--- src/rtl/sag_seq.sv ---
// sag_seq: time-shares one 8-bit pext extractor to run PEXT (one pass) and
// sheep-and-goats (two passes: ~ci bits low, ci bits packed directly above).
module pext (
   input  logic [7:0] di,
   input  logic [7:0] ci,
   output logic [7:0] po
);
   logic [3:0] j;
   always_comb begin
      po = '0;
      j = '0;
      for (int i = 0; i < 8; i++)
         if (ci[i]) begin
            po[j[2:0]] = di[i];
            j = j + 4'd1;
         end
   end
endmodule

module sag_seq (
   input  logic       clk,
   input  logic       rst,
   input  logic       in_valid,
   output logic       in_ready,
   input  logic       in_op,
   input  logic [7:0] in_di,
   input  logic [7:0] in_ci,
   output logic       out_valid,
   input  logic       out_ready,
   output logic [7:0] out_data,
   output logic [3:0] out_cnt,
   output logic       busy
);
   typedef enum logic [1:0] {IDLE, PASS0, PASS1, DONE} state_t;
   state_t state, state_n;
   logic       op_r;
   logic [7:0] di_r, ci_r, lo_r, hi_r, mask, px;
   logic [3:0] k;

   function automatic logic [3:0] popcnt(input logic [7:0] v);
      popcnt = '0;
      for (int i = 0; i < 8; i++) popcnt = popcnt + {3'd0, v[i]};
   endfunction

   assign in_ready  = state == IDLE && !rst;
   assign busy      = state != IDLE;
   assign out_valid = state == DONE;
   assign k         = popcnt(~ci_r);
   assign out_cnt   = popcnt(ci_r);
   assign mask      = (state == PASS0 && op_r) ? ~ci_r : ci_r;
   // hi_r is zero when k=8, so bits shifted past bit 7 never matter
   assign out_data  = op_r ? lo_r | (hi_r << k) : lo_r;

   pext u_pext (.di(di_r), .ci(mask), .po(px));

   always_comb begin
      state_n = state;
      case (state)
         IDLE:    state_n = (in_valid && in_ready) ? PASS0 : IDLE;
         PASS0:   state_n = op_r ? PASS1 : DONE;
         PASS1:   state_n = DONE;
         DONE:    state_n = out_ready ? IDLE : DONE;
         default: state_n = IDLE;
      endcase
   end

   always_ff @(posedge clk) begin
      if (rst) begin
         state <= IDLE;
         op_r  <= 1'b0;
         di_r  <= '0;
         ci_r  <= '0;
         lo_r  <= '0;
         hi_r  <= '0;
      end else begin
         state <= state_n;
         if (in_valid && in_ready) begin
            op_r <= in_op;
            di_r <= in_di;
            ci_r <= in_ci;
         end
         if (state == PASS0) lo_r <= px;
         if (state == PASS1) hi_r <= px;
      end
   end
endmodule

--- config.mk ---
export PLATFORM = sky130hd
export DESIGN_NAME = sag_seq
export DESIGN_NICKNAME = d
export VERILOG_FILES = /design/src/rtl/sag_seq.sv
export SDC_FILE = /design/constraint.sdc
export NUM_CORES = 1
export LEC_CHECK = 0
export CORE_MARGIN = 8
export CORE_UTILIZATION = 50
export DETAILED_ROUTE_END_ITERATION = 6
export PLACE_DENSITY = 0.72
export SLEW_MARGIN = 25
export SYNTH_ARGS = -nofsm -noshare
export SYNTH_HDL_FRONTEND = slang
export SYNTH_SLANG_ARGS = --single-unit
--- constraint.sdc ---
create_clock -name clk -period 5.67 [get_ports clk]
set_input_delay 1.134 -clock clk [delete_from_list [all_inputs] [get_ports clk]]
set_output_delay 1.134 -clock clk [all_outputs]
set_load 0.05 [all_outputs]
==> Flow_metrics.wiki, run 1 <==
{| class="wikitable"
! Metric !! Value
|-
| Share of layout cells above drive strength 1 || 12.3%
|-
| Top library cells by usage in the layout, fill and taps aside || nand2_1 (51), nor2_1 (32), dfxtp_1 (32)
|-
| DRC violations left || 0
|-
| CP Depth || 14
|-
| Placeable core region || 6790 sq um
|-
| DR WL/cell || 17.3 um
|-
| Instance count along the most critical hold path || 2
|-
| Net count reported at finish || 505
|-
| Most common library cell in the layout ignoring fill and taps || nand2_1
|-
| Count of maximum capacitance violations || 0
|-
| Inserted Diodes || 0
|-
| Overflow left after global routing || 0
|-
| Antenna violations before repair || 0
|-
| Number of nets in the synthesized netlist || 479
|-
| Post-CTS Hold Fix Bufs || 0
|-
| Area delta synth->final || 17.2%
|-
| Maximum number of pins on one net before global-route repair || 41
|-
| Max transition margin || 49.8%
|-
| TritonCTS clock tree || done
|-
| CTS H-Tree Depth || 2
|-
| Shortest period the worst path allows || 5.40 ns
|-
| Chip height || 99.6 um
|-
| EDFF count, synth || 0
|-
| Number of nets with antenna violations after routing || 0
|-
| Number of global-route vias before repair || 3266
|-
| Max VDD drop || 0.000111 V
|-
| Total Wirelength || 9690 um
|-
| CP peak stage delay || 0.66 ns
|-
| Cell repeated most along the worst path || fa_1
|-
| Chip Width || 99.6 um
|-
| Kind of critical path || reg2out
|-
| Half-perimeter wire length of the detailed placement result || 7340 um
|-
| Ordered cell list for the critical path || inv_1, fa_1, fa_1, fa_1, ha_1, inv_1, fa_2, mux2i_2, nor2_1, a31oi_1, nor2_1, a21oi_1, o21bai_1, buf_4
|-
| Max Transition Viols Final || 0
|-
| Clk Latency, worst-skew pair || 0.29 ns
|-
| Count of endpoints failing hold in the final timing report || 0
|-
| Global-route wire length before repair || 15900 um
|-
| Total via count in the routed design || 3438
|-
| Std cell rows || 30
|-
| Largest delay share family, worst path || adder cells
|-
| Critical Path Start Type || register
|-
| Post-Syn Area || 3490 sq um
|-
| Io pins || 36
|-
| Area of the die || 9920 sq um
|-
| Library cells used by synthesis || 74
|-
| Global placer's final weighted congestion || 0.931
|-
| Worst setup margin || 0.267 ns
|-
| Cell with the biggest individual delay on the critical path || fa_2
|-
| Detailed-router iteration count before antenna repair || 5
|-
| Worst endpoint data arrival time || 4.27 ns
|-
| Total global routing track utilization || 19.7%
|-
| Total number of yosys warnings || 0
|-
| Cell count after synthesis || 438
|-
| Final period utilization || 95.3%
|-
| Post-route cell area || 4090 sq um
|-
| Total of buffers placed on input and output ports || 35
|-
| Accumulated negative setup slack || 0 ns
|-
| FMAX || 185 MHz
|-
| Buffer type at the clock tree root || clkbuf_8
|-
| Outcome || finished clean
|-
| Final-report setup violation count || 0
|-
| Number of DRC markers after the initial detailed-route iteration || 256
|-
| Clock Sink Count || 35
|-
| Buffers from clock root to sink, at most || 2
|-
| Largest fanout on the critical path || 10
|-
| Worst Max-Slew Pin Slew || 0.744 ns
|-
| Count of buffering cells on the critical path with inverters included || 3
|-
| Slack of the worst reg-to-reg path || 0.44 ns
|-
| Top flip-flop cell by instance count after synthesis || dfxtp_1
|-
| CTS Buf Count || 5
|-
| PwrDens || 260 nW/um^2
|-
| Hold/Removal Path Class || reg2reg
|-
| Leakage || 1.43 nW
|-
| Async S/R FF share, synth || 0%
|-
| Vias per cell || 6.13
|-
| Count of cells along the worst register-to-register path || 19
|-
| Seq/Total Area, Yosys || 20.1%
|-
| Minimum setup slack after placement || 0.260 ns
|-
| Clock skew after layout || 0.00337 ns
|-
| Initial standard-cell utilization of the core || 51.4%
|-
| CP required || 4.54 ns
|-
| Unrepaired setup endpoints after global routing || no
|-
| Count of state elements after synthesis || 35
|-
| Clock-pin slew on the worst setup and hold paths || 0.07 ns
|-
| Area after detailed placement || 3940 sq um
|-
| Post-synthesis area per instance || 7.98 sq um
|-
| Endpoint kind of the worst setup timing path || output port
|}
synth_stat cells, drive strengths merged, types with 3 or more instances:
cell | n | share of area [%]
dfxtp | 35 | 20
nand3b | 6 | 1.3
o31ai | 14 | 3.0
fa | 7 | 4.0
or2 | 4 | 0.72
o211ai | 5 | 1.1
buf | 9 | 1.5
nor3 | 11 | 1.6
ha | 13 | 4.7
mux2i | 13 | 4.3
o21bai | 7 | 1.5
o221ai | 3 | 0.75
and2 | 6 | 1.1
or3 | 5 | 0.90
xor2 | 9 | 2.7
o21ai | 24 | 3.4
nand4 | 4 | 0.72
clkbuf | 17 | 1.8
mux2 | 3 | 0.97
inv | 25 | 2.7
a21oi | 18 | 2.6
and3 | 4 | 0.72
a31oi | 5 | 1.5
xnor2 | 15 | 5.6
a311oi | 14 | 3.9
o22ai | 4 | 0.72
nand2b | 11 | 2.2
nand3 | 17 | 2.4
a211oi | 5 | 1.1
nand2 | 51 | 5.5
nor2 | 32 | 3.4
nor3b | 3 | 0.64
nor2b | 5 | 0.90
worst paths after layout:
path	from	to
max	ci_r[0]$_SDFFE_PP0P_	out_data[6]
min	lo_r[0]$_SDFFE_PP0N_	lo_r[0]$_SDFFE_PP0N_
max reg2reg	ci_r[1]$_SDFFE_PP0P_	lo_r[5]$_SDFFE_PP0N_
min reg2reg	lo_r[0]$_SDFFE_PP0N_	lo_r[0]$_SDFFE_PP0N_
repair_timing:
action	CTS	global route
endpoints found under the setup margin	3	14
gates resized for setup	1	6
pin swaps	0	1
buffers inserted	0	2
power breakdown:
part	internal, mW	switching [mW]	leakage, nW
registers	0.267	0.0296	0.289
logic	0.209	0.320	1.08
clock network	0.142	0.0955	0.0612
total	0.618	0.445	1.43
worst register-to-register path, stage by stage, from the launching register on:
cell	delay [ns]
dfxtp_4	0.42
inv_1	0.15
ha_1	0.45
xor2_2	0.32
xnor2_1	0.13
ha_1	0.36
nand2_1	0.11
a32oi_1	0.26
ha_1	0.27
nand2_1	0.15
nand2_1	0.19
ha_1	0.35
nor2_1	0.19
a31oi_4	0.07
ha_1	0.34
or4_1	0.50
a21oi_1	0.22
o21ai_1	0.12
or2_1	0.26
a311oi_1	0.28
per-stage QoR:
| stage | hold slack (ns) | cells | total power, mW | util [%] |
|---|---|---|---|---|
| CTS | 0.503 | 559 | 1.04 | 59.8 |
| floorplan | 0.463 | 438 | 0.672 | - |
| global placement | 0.491 | 551 | 0.788 | 58.0 |
| global route | 0.520 | 561 | 1.13 | 60.3 |
| detailed placement | 0.493 | 551 | 0.800 | 58.0 |
| finish | 0.502 | 561 | 1.06 | 60.3 |
state kept, by name, indices dropped and copies added, names as in the netlist:
| signal | count |
|---|---|
| ci_r | 8 |
| di_r | 8 |
| hi_r | 8 |
| lo_r | 8 |
| state | 2 |
| op_r | 1 |
metal layers:
metal,global-route usage (%),share of wire [%]
met1,26.6,48
met2,30.1,43
met3,3.00,6.2
met4,8.85,3.0
met5,0,0
cells by family (layout without fill, tap and decap cells):
logic type | Yosys count | count (layout) | share of synthesized area [%]
flip-flops | 35 | 35 | 20.1
adder cells (fa/ha/maj) | 21 | 21 | 8.99
XOR/XNOR | 25 | 25 | 8.92
AO/OA/AOI/OAI | 121 | 121 | 25.3
multiplexers | 18 | 18 | 6.55
buffers and inverters | 53 | 80 | 6.23
AND/OR/NAND/NOR | 165 | 165 | 24.0
area by class of cell:
| type | instances | area (sq um) |
|---|---|---|
| Clock buffer | 6 | 82.6 |
| Fill cell | 602 | 2700 |
| Timing Repair Buffer | 45 | 455 |
| Multi-Input combinational cell | 350 | 2590 |
| Inverter | 27 | 101 |
| Tap cell | 96 | 120 |
| Sequential cell | 35 | 709 |
| Clock inverter | 2 | 35.0 |
(Power assumes the default switching activity.)
==> run 2: changes to the inputs <==
--- a/config.mk
+++ b/config.mk
@@ -8,7 +8,7 @@
 export CORE_MARGIN = 8
 export CORE_UTILIZATION = 50
 export DETAILED_ROUTE_END_ITERATION = 6
-export PLACE_DENSITY = 0.72
+export PLACE_DENSITY = 0.76
 export SLEW_MARGIN = 25
 export SYNTH_ARGS = -nofsm -noshare
 export SYNTH_HDL_FRONTEND = slang
==> run 2 against run 1 <==
Clock skew increased by 0.0061 ns. Critical path type unchanged. Total power is 7.5% lower. Maximum frequency hardly changed. Via count decreased by 1.7%.
==> Flow_metrics.wiki, run 2 (same netlist as run 1, synthesis figures left out) <==
{| class="wikitable"
! Metric !! Value
|-
| Clk Latency, worst-skew pair || 0.28 ns
|-
| Minimum setup slack after placement || 0.247 ns
|-
| Area delta synth->final || 15.6%
|-
| Dpl cells || 550
|-
| Max transition margin || 54.2%
|-
| Largest fanout on the critical path || 10
|-
| Area of the die || 9920 sq um
|-
| Routed length on met1 || 3950 um
|-
| CTS H-Tree Depth || 2
|-
| Global-route wire length before repair || 15800 um
|-
| Initial standard-cell utilization of the core || 51.4%
|-
| DRC violations left || 0
|-
| Hold Crit Start || lo_r[0]$_SDFFE_PP0N_
|-
| CP required || 4.54 ns
|-
| Outcome || finished clean
|-
| DR WL/cell || 16.6 um
|-
| Relative contribution of combinational cells to total power || 52.5%
|-
| Share of layout cells above drive strength 1 || 11.7%
|-
| Number of global-route vias before repair || 3257
|-
| Final-report setup violation count || 0
|-
| FMAX || 185 MHz
|-
| Buffers from clock root to sink, at most || 2
|-
| Net Switching || 0.428 mW
|-
| Kind of critical path || reg2out
|-
| Area of combinational cells with multiple inputs || 2590 sq um
|-
| Most common library cell in the layout ignoring fill and taps || nand2_1
|-
| Worst endpoint data arrival time || 4.27 ns
|-
| Worst Max-Slew Pin Slew || 0.684 ns
|-
| Chip Width || 99.6 um
|-
| Placeable core region || 6790 sq um
|-
| Shortest period the worst path allows || 5.41 ns
|-
| Final cell count without fillers || 559
|-
| Detailed-router iteration count before antenna repair || 5
|-
| Unrepaired setup endpoints after global routing || no
|-
| Clock skew after layout || 0.00943 ns
|-
| Max VDD drop || 0.0000988 V
|-
| Clock share of power || 17.6%
|-
| Terminus of the critical flop-to-flop path || lo_r[4]$_SDFFE_PP0N_
|-
| Total global routing track utilization || 19.2%
|-
| Total Wirelength || 9310 um
|-
| Io pins || 36
|-
| Sequential group share of total power || 29.9%
|-
| Flip-flop and latch area || 707 sq um
|-
| Count of cells along the worst register-to-register path || 19
|-
| Final total power || 0.983 mW
|-
| Top layer in use || met4
|-
| Antenna violations before repair || 0
|-
| Number of nets with antenna violations after routing || 0
|-
| Sw Ratio || 43.6%
|-
| Routed length on met2 || 4580 um
|-
| Instance count along the most critical hold path || 2
|-
| Maximum number of pins on one net before global-route repair || 41
|-
| Chip height || 99.6 um
|-
| Worst setup margin || 0.265 ns
|-
| Inserted Diodes || 0
|-
| Critical Path Start Type || register
|-
| Top library cells by usage in the layout, fill and taps aside || nand2_1 (51), nor2_1 (32), dfxtp_1 (32)
|-
| Overflow left after global routing || 0
|-
| Accumulated negative setup slack || 0 ns
|-
| TritonCTS clock tree || done
|-
| Count of maximum capacitance violations || 0
|-
| Hold/Removal Path Class || reg2reg
|-
| Net count reported at finish || 503
|-
| Number of DRC markers after the initial detailed-route iteration || 202
|-
| Clock Sink Count || 35
|-
| Half-perimeter wire length of the detailed placement result || 7390 um
|-
| Total length of routed met3 wires || 565 um
|-
| Count of endpoints failing hold in the final timing report || 0
|-
| Launch point of the worst reg-to-reg path || ci_r[1]$_SDFFE_PP0P_
|-
| PwrDens || 243 nW/um^2
|-
| Std cell rows || 30
|-
| Slack of the worst reg-to-reg path || 0.44 ns
|-
| Clock-pin slew on the worst setup and hold paths || 0.07 ns
|-
| Total via count in the routed design || 3378
|-
| Endpoint kind of the worst setup timing path || output port
|-
| Final period utilization || 95.3%
|-
| Fill cell instance count of the final layout || 605
|-
| Endpoint, Worst Hold || lo_r[0]$_SDFFE_PP0N_
|-
| Total of buffers placed on input and output ports || 35
|-
| Vias per cell || 6.04
|-
| Leakage || 1.40 nW
|-
| Global placer's final weighted congestion || 0.992
|-
| Buffer type at the clock tree root || clkbuf_8
|-
| Pint || 0.555 mW
|-
| Max Transition Viols Final || 0
|-
| CTS Buf Count || 5
|}
[run 2: worst max-delay path by stage]
stage	startpoint	end	slack, ns	depth (start not counted)
floorplan	ci_r[3]$_SDFFE_PP0P_	out_data[1]	0.004	11
global placement	ci_r[0]$_SDFFE_PP0P_	out_data[6]	0.39	14
detailed placement	ci_r[0]$_SDFFE_PP0P_	out_data[6]	0.25	14
CTS	ci_r[0]$_SDFFE_PP0P_	out_data[6]	0.04	14
global route	ci_r[0]$_SDFFE_PP0P_	out_data[6]	0.001	14
finish	ci_r[0]$_SDFFE_PP0P_	out_data[6]	0.26	14
[run 2: routing by layer]
| layer | up-vias | track usage, % |
|---|---|---|
| li1 | 1647 | - |
| met1 | 1578 | 23.4 |
| met2 | 134 | 33.2 |
| met3 | 19 | 2.44 |
| met4 | 0 | 7.68 |
| met5 | - | 0 |
[run 2: area by class of cell]
class	instances	share of cell area, %
sequential	35	17.5
clock buffer	7	1.89
multi-input combinational	350	64.1
timing repair buffer	43	10.9
inverter	27	2.51
tap	96	2.97
clock inverter	1	0.124
[run 2: power groups by stage]
| stage | registers (mW) | logic, mW | clock network (mW) |
|---|---|---|---|
| finish | 0.294 | 0.516 | 0.173 |
| global route | 0.298 | 0.568 | 0.189 |
| CTS | 0.293 | 0.506 | 0.178 |
| detailed placement | 0.299 | 0.502 | 0 |
| global placement | 0.298 | 0.487 | 0 |
| floorplan | 0.284 | 0.388 | 0 |
[run 2: stage by stage]
step / cell area (sq um) / utilization (%) / hold WS, ns
finish: 4040 / 59.4 / 0.500
detailed placement: 3940 / 58.0 / 0.493
floorplan: 3500 / - / 0.463
global route: 4040 / 59.4 / 0.545
global placement: 3930 / 57.9 / 0.488
CTS: 4020 / 59.2 / 0.503
[run 2: what timing repair did]
| item | 4_1_cts | 5_1_grt |
|---|---|---|
| pin swaps | 0 | 1 |
| hold buffers | 0 | 0 |
| endpoints found under the setup margin | 4 | 14 |
| setup buffers | 0 | 1 |
| endpoints found under the hold margin | 0 | 0 |
| gates resized for setup | 1 | 5 |
| gates cloned | 0 | 0 |
[run 2: critical path, cell delays in order (launching register included)]
cell	delay (ns)
dfxtp_4	0.41
inv_1	0.14
fa_1	0.61
fa_1	0.44
fa_1	0.49
ha_1	0.16
inv_1	0.06
fa_2	0.66
mux2i_1	0.25
nor2_1	0.05
a31oi_1	0.21
nor2_1	0.08
a21oi_1	0.14
o21bai_1	0.07
buf_4	0.21
